[config.mk]
export PLATFORM = sky130hd
export DESIGN_NAME = wrr_pop_scheduler
export DESIGN_NICKNAME = d
export VERILOG_FILES = /design/src/rtl/wrr_pop_scheduler_pkg.sv /design/src/rtl/wrr_pop_scheduler_rr_next_finder.sv /design/src/rtl/wrr_pop_scheduler.sv
export SDC_FILE = /design/constraint.sdc
export NUM_CORES = 1
export LEC_CHECK = 0
export ABC_AREA = 1
export ABC_CLOCK_PERIOD_IN_PS = 2430
export CAP_MARGIN = 20
export CORE_ASPECT_RATIO = 0.8
export CORE_UTILIZATION = 30
export CTS_BUF_LIST = sky130_fd_sc_hd__clkbuf_4
export CTS_CLUSTER_DIAMETER = 120
export CTS_CLUSTER_SIZE = 10
export DETAILED_ROUTE_END_ITERATION = 10
export HOLD_SLACK_MARGIN = 0.02
export PLACE_DENSITY_LB_ADDON = 0.2
export SLEW_MARGIN = 20
export SYNTH_ARGS = -nofsm -noshare
export SYNTH_HDL_FRONTEND = slang
export SYNTH_SLANG_ARGS = --single-unit
[constraint.sdc]
create_clock -name clk -period 2.43 [get_ports clk]
set_input_delay 0.729 -clock clk [delete_from_list [all_inputs] [get_ports clk]]
set_output_delay 0.729 -clock clk [all_outputs]
set_load 0.01 [all_outputs]
[src/rtl/wrr_pop_scheduler_pkg.sv]
// Shared constants and state encoding for the weighted round-robin pop scheduler.
package wrr_pop_scheduler_pkg;

  localparam int NUM_CH = 4;
  localparam int WGHT_W = 3;

  typedef enum logic {
    IDLE  = 1'b0,
    SERVE = 1'b1
  } state_t;

  localparam logic [NUM_CH-1:0] EMPTY = 4'b0000;

  localparam logic [1:0] VCHANEL0 = 2'd0;
  localparam logic [1:0] VCHANEL1 = 2'd1;
  localparam logic [1:0] VCHANEL2 = 2'd2;
  localparam logic [1:0] VCHANEL3 = 2'd3;

endpackage

[src/rtl/wrr_pop_scheduler_rr_next_finder.sv]
// Rotating-priority search: first eligible channel at or after base, wrapping 3->0.
module rr_next_finder
  import wrr_pop_scheduler_pkg::*;
(
  input  logic [NUM_CH-1:0] eligible,
  input  logic [1:0]        base,
  output logic              found,
  output logic [1:0]        idx
);

  // NOTE: every output gets a default before the loop so no path leaves it
  // unassigned; otherwise synthesis infers a latch.
  always_comb begin
    found = 1'b0;
    idx   = base;
    // Walk from the farthest offset down so the nearest eligible channel wins.
    for (int i = NUM_CH - 1; i >= 0; i--) begin
      if (eligible[base + 2'(i)]) begin
        found = 1'b1;
        idx   = base + 2'(i);
      end
    end
  end

endmodule

[src/rtl/wrr_pop_scheduler.sv]
// Weighted round-robin scheduler draining four VC FIFOs into the shared output mux.
module wrr_pop_scheduler
  import wrr_pop_scheduler_pkg::*;
(
  input  logic              clk,
  input  logic              rst,
  input  logic              enb,
  input  logic [NUM_CH-1:0] fifo_empty,
  input  logic              dest_full,
  input  logic [WGHT_W-1:0] weight0,
  input  logic [WGHT_W-1:0] weight1,
  input  logic [WGHT_W-1:0] weight2,
  input  logic [WGHT_W-1:0] weight3,
  output logic [NUM_CH-1:0] pop,
  output logic [1:0]        arbiter,
  output logic [NUM_CH-1:0] valid_channel,
  output logic              busy
);

  state_t            state, state_n;
  logic [1:0]        cur, cur_n, ptr, ptr_n, cur_inc;
  logic [WGHT_W-1:0] credit, credit_n;
  logic [WGHT_W-1:0] weight [NUM_CH];
  logic [NUM_CH-1:0] eligible;
  logic              run, turn_end;
  logic              idle_found, next_found;
  logic [1:0]        idle_idx, next_idx;

  assign weight[VCHANEL0] = weight0;
  assign weight[VCHANEL1] = weight1;
  assign weight[VCHANEL2] = weight2;
  assign weight[VCHANEL3] = weight3;

  always_comb begin
    for (int i = 0; i < NUM_CH; i++) begin
      eligible[i] = ~fifo_empty[i] & (weight[i] != '0);
    end
  end

  assign cur_inc = cur + 2'd1;
  assign run     = rst & enb & ~dest_full;
  assign busy    = (state == SERVE);

  rr_next_finder u_idle_find (
    .eligible (eligible),
    .base     (ptr),
    .found    (idle_found),
    .idx      (idle_idx)
  );

  rr_next_finder u_next_find (
    .eligible (eligible),
    .base     (cur_inc),
    .found    (next_found),
    .idx      (next_idx)
  );

  always_comb begin
    state_n  = state;
    cur_n    = cur;
    ptr_n    = ptr;
    credit_n = credit;
    pop      = EMPTY;
    turn_end = 1'b0;
    if (run) begin
      case (state)
        IDLE: begin
          if (idle_found) begin
            state_n  = SERVE;
            cur_n    = idle_idx;
            credit_n = weight[idle_idx];
          end
        end
        SERVE: begin
          // An empty FIFO ends the turn without a pop; leftover credit is dropped.
          if (fifo_empty[cur]) begin
            turn_end = 1'b1;
          end else begin
            pop[cur] = 1'b1;
            credit_n = credit - WGHT_W'(1);
            turn_end = (credit == WGHT_W'(1));
          end
          if (turn_end) begin
            if (next_found) begin
              cur_n    = next_idx;
              credit_n = weight[next_idx];
            end else begin
              state_n  = IDLE;
              ptr_n    = cur_inc;
              credit_n = '0;
            end
          end
        end
        default: state_n = IDLE;
      endcase
    end
  end

  // NOTE: clocked state uses non-blocking assignments so every register
  // samples pre-edge values regardless of statement order.
  always_ff @(posedge clk) begin
    if (!rst) begin
      state         <= IDLE;
      cur           <= VCHANEL0;
      ptr           <= VCHANEL0;
      credit        <= '0;
      arbiter       <= VCHANEL0;
      valid_channel <= EMPTY;
    end else if (enb) begin
      state  <= state_n;
      cur    <= cur_n;
      ptr    <= ptr_n;
      credit <= credit_n;
      // Select/valid trail the pop by one cycle to line up with FIFO read data.
      if (dest_full) begin
        valid_channel <= EMPTY;
      end else begin
        arbiter       <= cur;
        valid_channel <= pop;
      end
    end
  end

endmodule
### Yosys cells after proc, flatten, opt, wreduce, memory -nomap -nowiden

Index checks and enable logic that the tools add are counted.

* output and inout port bits: 11
* memory bits (writable): 0
* ROM bits: 0
* memories: 0
* bits of input ports: 20
* latch bits: 0
* word-level logic and storage cells: 118
* bits in registers: 14

* equal/unequal tests: 5
* $add $sub $neg: 8
* multiplexer cells: 62
* multipliers: 0
* bitwise operators: 15
* $lt $le $gt $ge: 12
* shift-type cells: 0
* divide/modulo/power cells: 0
* reductions and logical operators: 10

Operators by type and width (number)
* 2-bit by 3-bit less-than comparator with 1-bit output (second input constant): 9
* 1-bit 2-to-1 mux: 24
* 3-bit 2-to-1 mux: 8
* 2-bit 2-to-1 mux: 11
* 1-bit binary-select mux with 2-bit select: 9
* 4-bit 2-to-1 mux: 4
* 3-bit binary-select mux with 2-bit select: 2
* 3-bit nonzero test: 4
* 5-bit AND reduction: 2
* 2-bit adder (second input constant): 4
* 1-bit NOT: 7
* 2-bit by 1-bit adder with 2-bit output (second input constant): 3
* 1-bit bitwise AND: 6
* 3-bit >= comparator (second input constant): 2
* 2-bit NOT with 3-bit output: 2
* 3-bit case mux with 2 select lines: 1
* 2-bit by 1-bit inequality test with 1-bit output (second input constant): 2
* 2-bit case mux with 2 select lines: 1
* 2-bit AND reduction: 2
* 4-bit AND reduction: 1
* 3-bit by 1-bit == test with 1-bit output (second input constant): 1
* 3-bit by 2-bit inequality test with 1-bit output (second input constant): 1
* 3-bit by 1-bit subtractor with 3-bit output (second input constant): 1
* 1-bit demux with 2-bit select: 1
* other kinds (4): 4

### Depth between registers and ports, before layout

Gate-level depths: netlist of the first run.

* depth in word-level cells: 15
* gate-level depth with buffers: 18
* depth with buffers taken out: 17

### By module

A second synthesis of the first run with hierarchy kept.

* cell total of the unflattened synthesis: 282
* area total of the unflattened synthesis: 1569.0 µm²

Modules (own cells, without submodules)
* wrr_pop_scheduler: times used 1, area each 1101.1 µm², cells each 176
* rr_next_finder: times used 2, area each 234.0 µm², cells each 53

### Least setup slack after synthesis of the first run

OpenSTA, ideal clock, no wires.

* path type: input -> output
* start point: input enb
* end point: output pop[0]
* path buffers: 0
* arrival: 1574 ps
* path slack: 127 ps
* data required time: 1701 ps
* stages on the path: 6
* cells stage by stage: inv_1 > nor2_1 > inv_1 > nor2_1 > nand2_1 > nor2_1

* longest elaborated chain between the ends: 3

Ends and longest elaborated chain
* from (decl): line wrr_pop_scheduler.sv:7 `input logic enb,`
* 1-bit bitwise AND (2 in a row): line wrr_pop_scheduler.sv:41 `assign run = rst & enb & ~dest_full;`
* 4-bit 2-to-1 mux: line wrr_pop_scheduler.sv:65 `if (run) begin`
* to (decl): line wrr_pop_scheduler.sv:14 `output logic [NUM_CH-1:0] pop,`

Every way passes these cells.

### Worst setup path after layout of the first run

* start point: input fifo_empty[1]
* end point: output pop[0]

* longest elaborated chain between the ends: 5

Ends and longest elaborated chain
* from (decl): line wrr_pop_scheduler.sv:8 `input logic [NUM_CH-1:0] fifo_empty,`
* 1-bit binary-select mux with 2-bit select: line wrr_pop_scheduler.sv:76 `if (fifo_empty[cur]) begin`
* 1-bit 2-to-1 mux (not written as such): line wrr_pop_scheduler.sv:76
* 4-bit 2-to-1 mux: line wrr_pop_scheduler.sv:76
* 4-bit 2-to-1 mux: line wrr_pop_scheduler.sv:66 `case (state)`
* 4-bit 2-to-1 mux: line wrr_pop_scheduler.sv:65

Every way passes these cells. The select of a mux whose other input is x is not followed.

==> flow_summary.toml, run 1 <==
[synth]
ys_seq_elements = 14
ys.warnings.count = 0
synth_top_area_share_pct = 19.31
synth_edf_count = 0
synthCells = 258
ys_types = 31
yosys.area.top_type = "nand2_1"
synth_area_um2 = 1496
syn_avg_cell_area_um2 = 5.800
synthTopCellsByArea = "nand2_1, dfxtp_1, nand3_1"
async_reset_ff_share_pct = 0
synth_flop_cell = "dfxtp_1"
syn-num-nets = 284
seq_area_frac_synth_pct = 18.73

[route]
first_pass_iters = 4
vias_per_cell = 4.703
drt_iter0_markers = 58
num_vias = 1867
ant_nets = 0
drc = 0
wire_per_inst_um = 11.62
routed_wirelength_um = 4612

[die]
initial_core_util_pct = 31.98
coreArea_um2 = 4679
design.die.area_um2 = 5276
dieHeight_um = 65.17
io_pins = 31
rows = 22
die_w_um = 80.96

[global_routing]
gr-total-overflow = 0
grt_max_degree = 13
grt_pass1_vias = 1734
grt_pass1_wl_um = 7417
grt_use_total_pct = 18.04
antenna_found_initial = 0

[cts]
numClockSinks = 14
root_buffer = "clkbuf_4"
htree_num_levels = 1
clockBufferDepth = 2
clk_latency_ns = 0.28
cts_tree = "yes"
cts_hold_buf = 0
cts_buffers = 3
cts.clk_slew.worst_paths_ns = 0.08

[setup_path]
startpoint_type = "input port"
r2r-end = "credit[0]"
worstPathArrival_ns = 1.64
rr_worst_depth = 18
reg2reg_slack_ns = 0.25
r2r_start = "cur[1]"
endpoint_kind = "primary output"
crit_type = "in2out"
required_ns = 1.70
worstPathMaxFanout = 4

[placement]
place_area_um2 = 2175
dp_hpwl_um = 3525
gp_congestion = 0.8956
pre_cts_ws_ns = -0.7189
io_buffer_count = 30
place_inst = 389

[sta]
setup_viol = 0
fin_skew_ns = 0.003355
hold_viol_final = 0
worst_pin_slew_ns = 0.3613
hold_ws_ns = 0.4718
fmax_mhz = 422.4
setup_slack_ns = 0.06248
max_slew_margin_pct = 75.88
period_share_pct = 97.43
slew_violations = 0
fin_crit_ns = 2.368
setup-tns-final_ns = 0

[pwr]
leakage_nw = 1.258
powerDensity_nw_per_um2 = 340.1
p_total_uw = 828.5
ir_drop_uv = 205.0

[final_layout]
final_util_pct = 52.06
n_antenna_cell = 0
fin_area_um2 = 2436
stdcell_count = 397
area.growth.synth_to_final_pct = 62.79
drive_gt1_share_pct = 39.47
fillCellCount = 484
num-nets-final = 365
layout_common_cells = "nand3_1, nand2_1, buf_4"

[outcome]
status = "completed"

[worst_hold_path]
hp-start = "credit[1]"
whs_endpoint = "credit[1]"
hold_depth = 2
hp-class = "reg2reg"

[job]
maxCapViolCount = 0
routing by layer:
layer | global-route usage, % | share of wire [%]
met5 | 0 | 0
met4 | 3.571 | 1.1
met3 | 3.472 | 4.1
met2 | 27.63 | 43
met1 | 26.04 | 51
worst max-delay path, cell delays in order:
cell and delay [ns]:
buf_2 0.09, nor2_2 0.04, or3_1 0.37, nand2_2 0.12, inv_4 0.06, nand2_2 0.06
nor2_2 0.04, buf_2 0.13
final cells by class:
type                            instances  area [um2]  share of cell area (%)
Tap cell                               60       75.07                   3.082
Inverter                               34       132.6                   5.444
Timing Repair Buffer                   79       659.4                   27.07
Clock buffer                            3       22.52                  0.9245
Multi-Input combinational cell        207        1261                   51.77
Sequential cell                        14       285.3                   11.71
flip-flops by register name (all words and copies together) (netlist names):
| register | cells |
|---|---|
| credit | 3 |
| ptr | 2 |
| busy | 1 |
| cur | 2 |
| valid_channel | 4 |
| arbiter | 2 |
report_power, final:
| part | internal, mW | leakage, nW | switching [mW] |
|---|---|---|---|
| Clock | 0.0575 | 0.0138 | 0.0719 |
| Combinational | 0.203 | 1.13 | 0.252 |
| Sequential | 0.236 | 0.115 | 0.00708 |
logic make-up (layout without fill, tap and decap cells):
group | count (synthesis) | count (layout) | share of synthesized area [%]
simple gates | 173 | 173 | 52.09
buf+inv | 37 | 116 | 10.53
compound gates | 25 | 25 | 10.87
flops | 14 | 14 | 18.73
fa+ha+maj | 6 | 6 | 5.017
xor+xnor | 3 | 3 | 2.760
cell usage after synthesis, types with 3 or more instances:
master,n
inv_2,4
inv_1,28
ha_1,6
nor2_1,25
nand3_1,56
a21oi_1,13
o21ai_0,3
nand2_1,77
dfxtp_1,14
nand2_2,5
how the worst max path moves through the flow:
stage	startpoint	slack (ns)	end	depth (start not counted)
finish	fifo_empty[1]	0.06	pop[0]	8
CTS	weight2[0]	0.007	ptr[0]	12
global route	weight0[0]	-0.01	credit[1]	19
global placement	fifo_empty[2]	-0.70	pop[2]	8
detailed placement	fifo_empty[2]	-0.72	pop[1]	8
floorplan	enb	0.13	pop[0]	6
timing repair:
| item | CTS | global route |
|---|---|---|
| buffers inserted | 4 | 1 |
| setup endpoints to repair | 9 | 12 |
| pin swaps | 23 | 25 |
| gates resized for setup | 73 | 41 |
| cloned | 0 | 0 |
Note: power is estimated with default switching activity, not from simulation.
==> inputs of run 2 (changes only) <==
--- a/config.mk
+++ b/config.mk
@@ -7,7 +7,6 @@
 export LEC_CHECK = 0
 export ABC_AREA = 1
 export ABC_CLOCK_PERIOD_IN_PS = 2430
-export CAP_MARGIN = 20
 export CORE_ASPECT_RATIO = 0.8
 export CORE_UTILIZATION = 30
 export CTS_BUF_LIST = sky130_fd_sc_hd__clkbuf_4
==> constraint.sdc (replaced) <==
create_clock -name clk -period 2.43 [get_ports clk]
set_input_delay 0.486 -clock clk [delete_from_list [all_inputs] [get_ports clk]]
set_output_delay 0.486 -clock clk [all_outputs]
set_load 0.01 [all_outputs]
==> flow_summary.toml, run 2 (synthesis gave the netlist of run 1 again) <==
[outcome]
status = "completed"

[die]
design.die.area_um2 = 5276
dieHeight_um = 65.17
coreArea_um2 = 4679
rows = 22
die_w_um = 80.96
initial_core_util_pct = 31.98
io_pins = 31

[sta]
fin_crit_ns = 2.282
period_share_pct = 93.90
rsz0062_at_grt = "true"
fmax_mhz = 438.2
hold_viol_final = 0
worst_pin_slew_ns = 0.3508
setup_viol = 0
slew_violations = 0
fin_skew_ns = 0.001769
max_slew_margin_pct = 76.58
hold_ws_ns = 0.4681
setup-tns-final_ns = 0
setup_slack_ns = 0.1481

[setup_path]
crit_chain = "clkdlybuf4s50_1 -> nor2_1 -> or3_1 -> nand2_2 -> inv_1 -> nand2_1 -> nor2_2 -> clkbuf_2"
slowest_delay_ns = 0.49
r2r-end = "credit[0]"
cp-startpoint = "fifo_empty[2]"
slowest_stage = "clkdlybuf4s50_1"
startpoint_type = "input port"
worstPathArrival_ns = 1.80
worstPathMaxFanout = 4
rr_worst_depth = 17
required_ns = 1.94
crit_type = "in2out"
reg2reg_slack_ns = 0.23
r2r_start = "cur[1]"
endpoint_kind = "primary output"

[final_layout]
layout_common_cells = "nand2_1, nand3_1, buf_4"
drive_gt1_share_pct = 24.46
n_antenna_cell = 0
num-nets-final = 351
largest_reg_flops = 4
layout_commonest_cell = "nand2_1"
regMostFlops = "valid_channel"
area.growth.synth_to_final_pct = 43.81
stdcell_count = 383
reg_top3 = "valid_channel x4, credit x3"

[cts]
cts_buffers = 3
root_buffer = "clkbuf_4"
cts_setup_buffers = 0
cts_tree = "yes"
cts.clk_slew.worst_paths_ns = 0.08
clockBufferDepth = 2
numClockSinks = 14
htree_num_levels = 1
clk_latency_ns = 0.27

[pwr]
leakage_nw = 1.037
ir_drop_uv = 281.7
powerDensity_nw_per_um2 = 350.7
p_total_uw = 754.8

[placement]
gp_congestion = 0.9020
io_buffer_count = 30
pre_cts_ws_ns = -0.2631
place_inst = 380
dp_hpwl_um = 3553

[global_routing]
grt_pass1_vias = 1561
grt_pass1_wl_um = 6872
grt_max_degree = 13
gr-total-overflow = 0
grt_use_total_pct = 16.79
antenna_found_initial = 0

[route]
ant_nets = 0
num_vias = 1794
wire_per_inst_um = 11.19
drt_iter0_markers = 91
vias_per_cell = 4.684
routed_wirelength_um = 4287
drc = 0
first_pass_iters = 4

[job]
maxCapViolCount = 0

[worst_hold_path]
hold_depth = 2
hp-start = "credit[1]"
hp-class = "reg2reg"
whs_endpoint = "credit[1]"
## run 2: cell types whose count changed in the layout (fill, tap and decap cells not counted), moves of 4 or more
cell and change:
nor2_1 +4, buf_2 -6, nand2_2 -11, dlymetal6s2s_1 -10, clkdlybuf4s50_1 +19, buf_4 -14
nand2_4 -9, nand3_1 +5, inv_2 -4, inv_1 +5, clkbuf_2 +4, nand2_1 +20
dlygate4sd2_1 -5
## run 2: per-layer routing
metal,track usage (%),up-vias,routed length [um],share of wire [%]
met5,0,-,0,0
met4,2.455,0,0,0
met3,3.056,0,247,5.8
met2,25.11,40,1781,42
met1,25.15,783,2257,53
li1,-,971,-,-
## run 2: what timing repair did
item,4_1_cts,5_1_grt
resized for setup,10,16
setup endpoints to repair,4,8
hold buffers,0,0
## run 2: critical path: cells and delay by family
| family | cells | cell delay, ns |
|---|---|---|
| and+or+nand+nor | 5 | 0.63 |
| buffers and inverters | 3 | 0.68 |
## run 2: metrics by stage
stage | instance area [um2] | util [%]
2_1_floorplan | 1496 | -
3_3_place_gp | 2107 | 45.03
3_5_place_dp | 2107 | 45.03
4_1_cts | 2135 | 45.62
5_1_grt | 2152 | 45.99
6_report | 2152 | 45.99
## run 2: power by group
part | internal, mW | total, mW | switching (mW) | leakage, nW
sequential | 0.236 | 0.243 | 0.00666 | 0.114
combinational | 0.170 | 0.382 | 0.212 | 0.909
clock | 0.0574 | 0.129 | 0.0718 | 0.0138
## run 2: how the worst max path moves through the flow
stage,slack [ns],depth (start not counted),to
final,0.15,8,pop[2]
after global routing,-0.002,19,credit[0]
after CTS,0.04,8,pop[1]
after detailed placement,-0.26,8,pop[2]
after global placement,-0.25,8,pop[2]
after floorplan,0.31,18,credit[0]
## run 2: cell type report
| type | count | area, um2 |
|---|---|---|
| clock buffers | 3 | 22.52 |
| fillers | 509 | 2527 |
| inverters | 34 | 130.1 |
| multi-input cells | 207 | 1101 |
| flip-flops and latches | 14 | 280.3 |
| well taps | 60 | 75.07 |
| repair buffers | 65 | 543.0 |
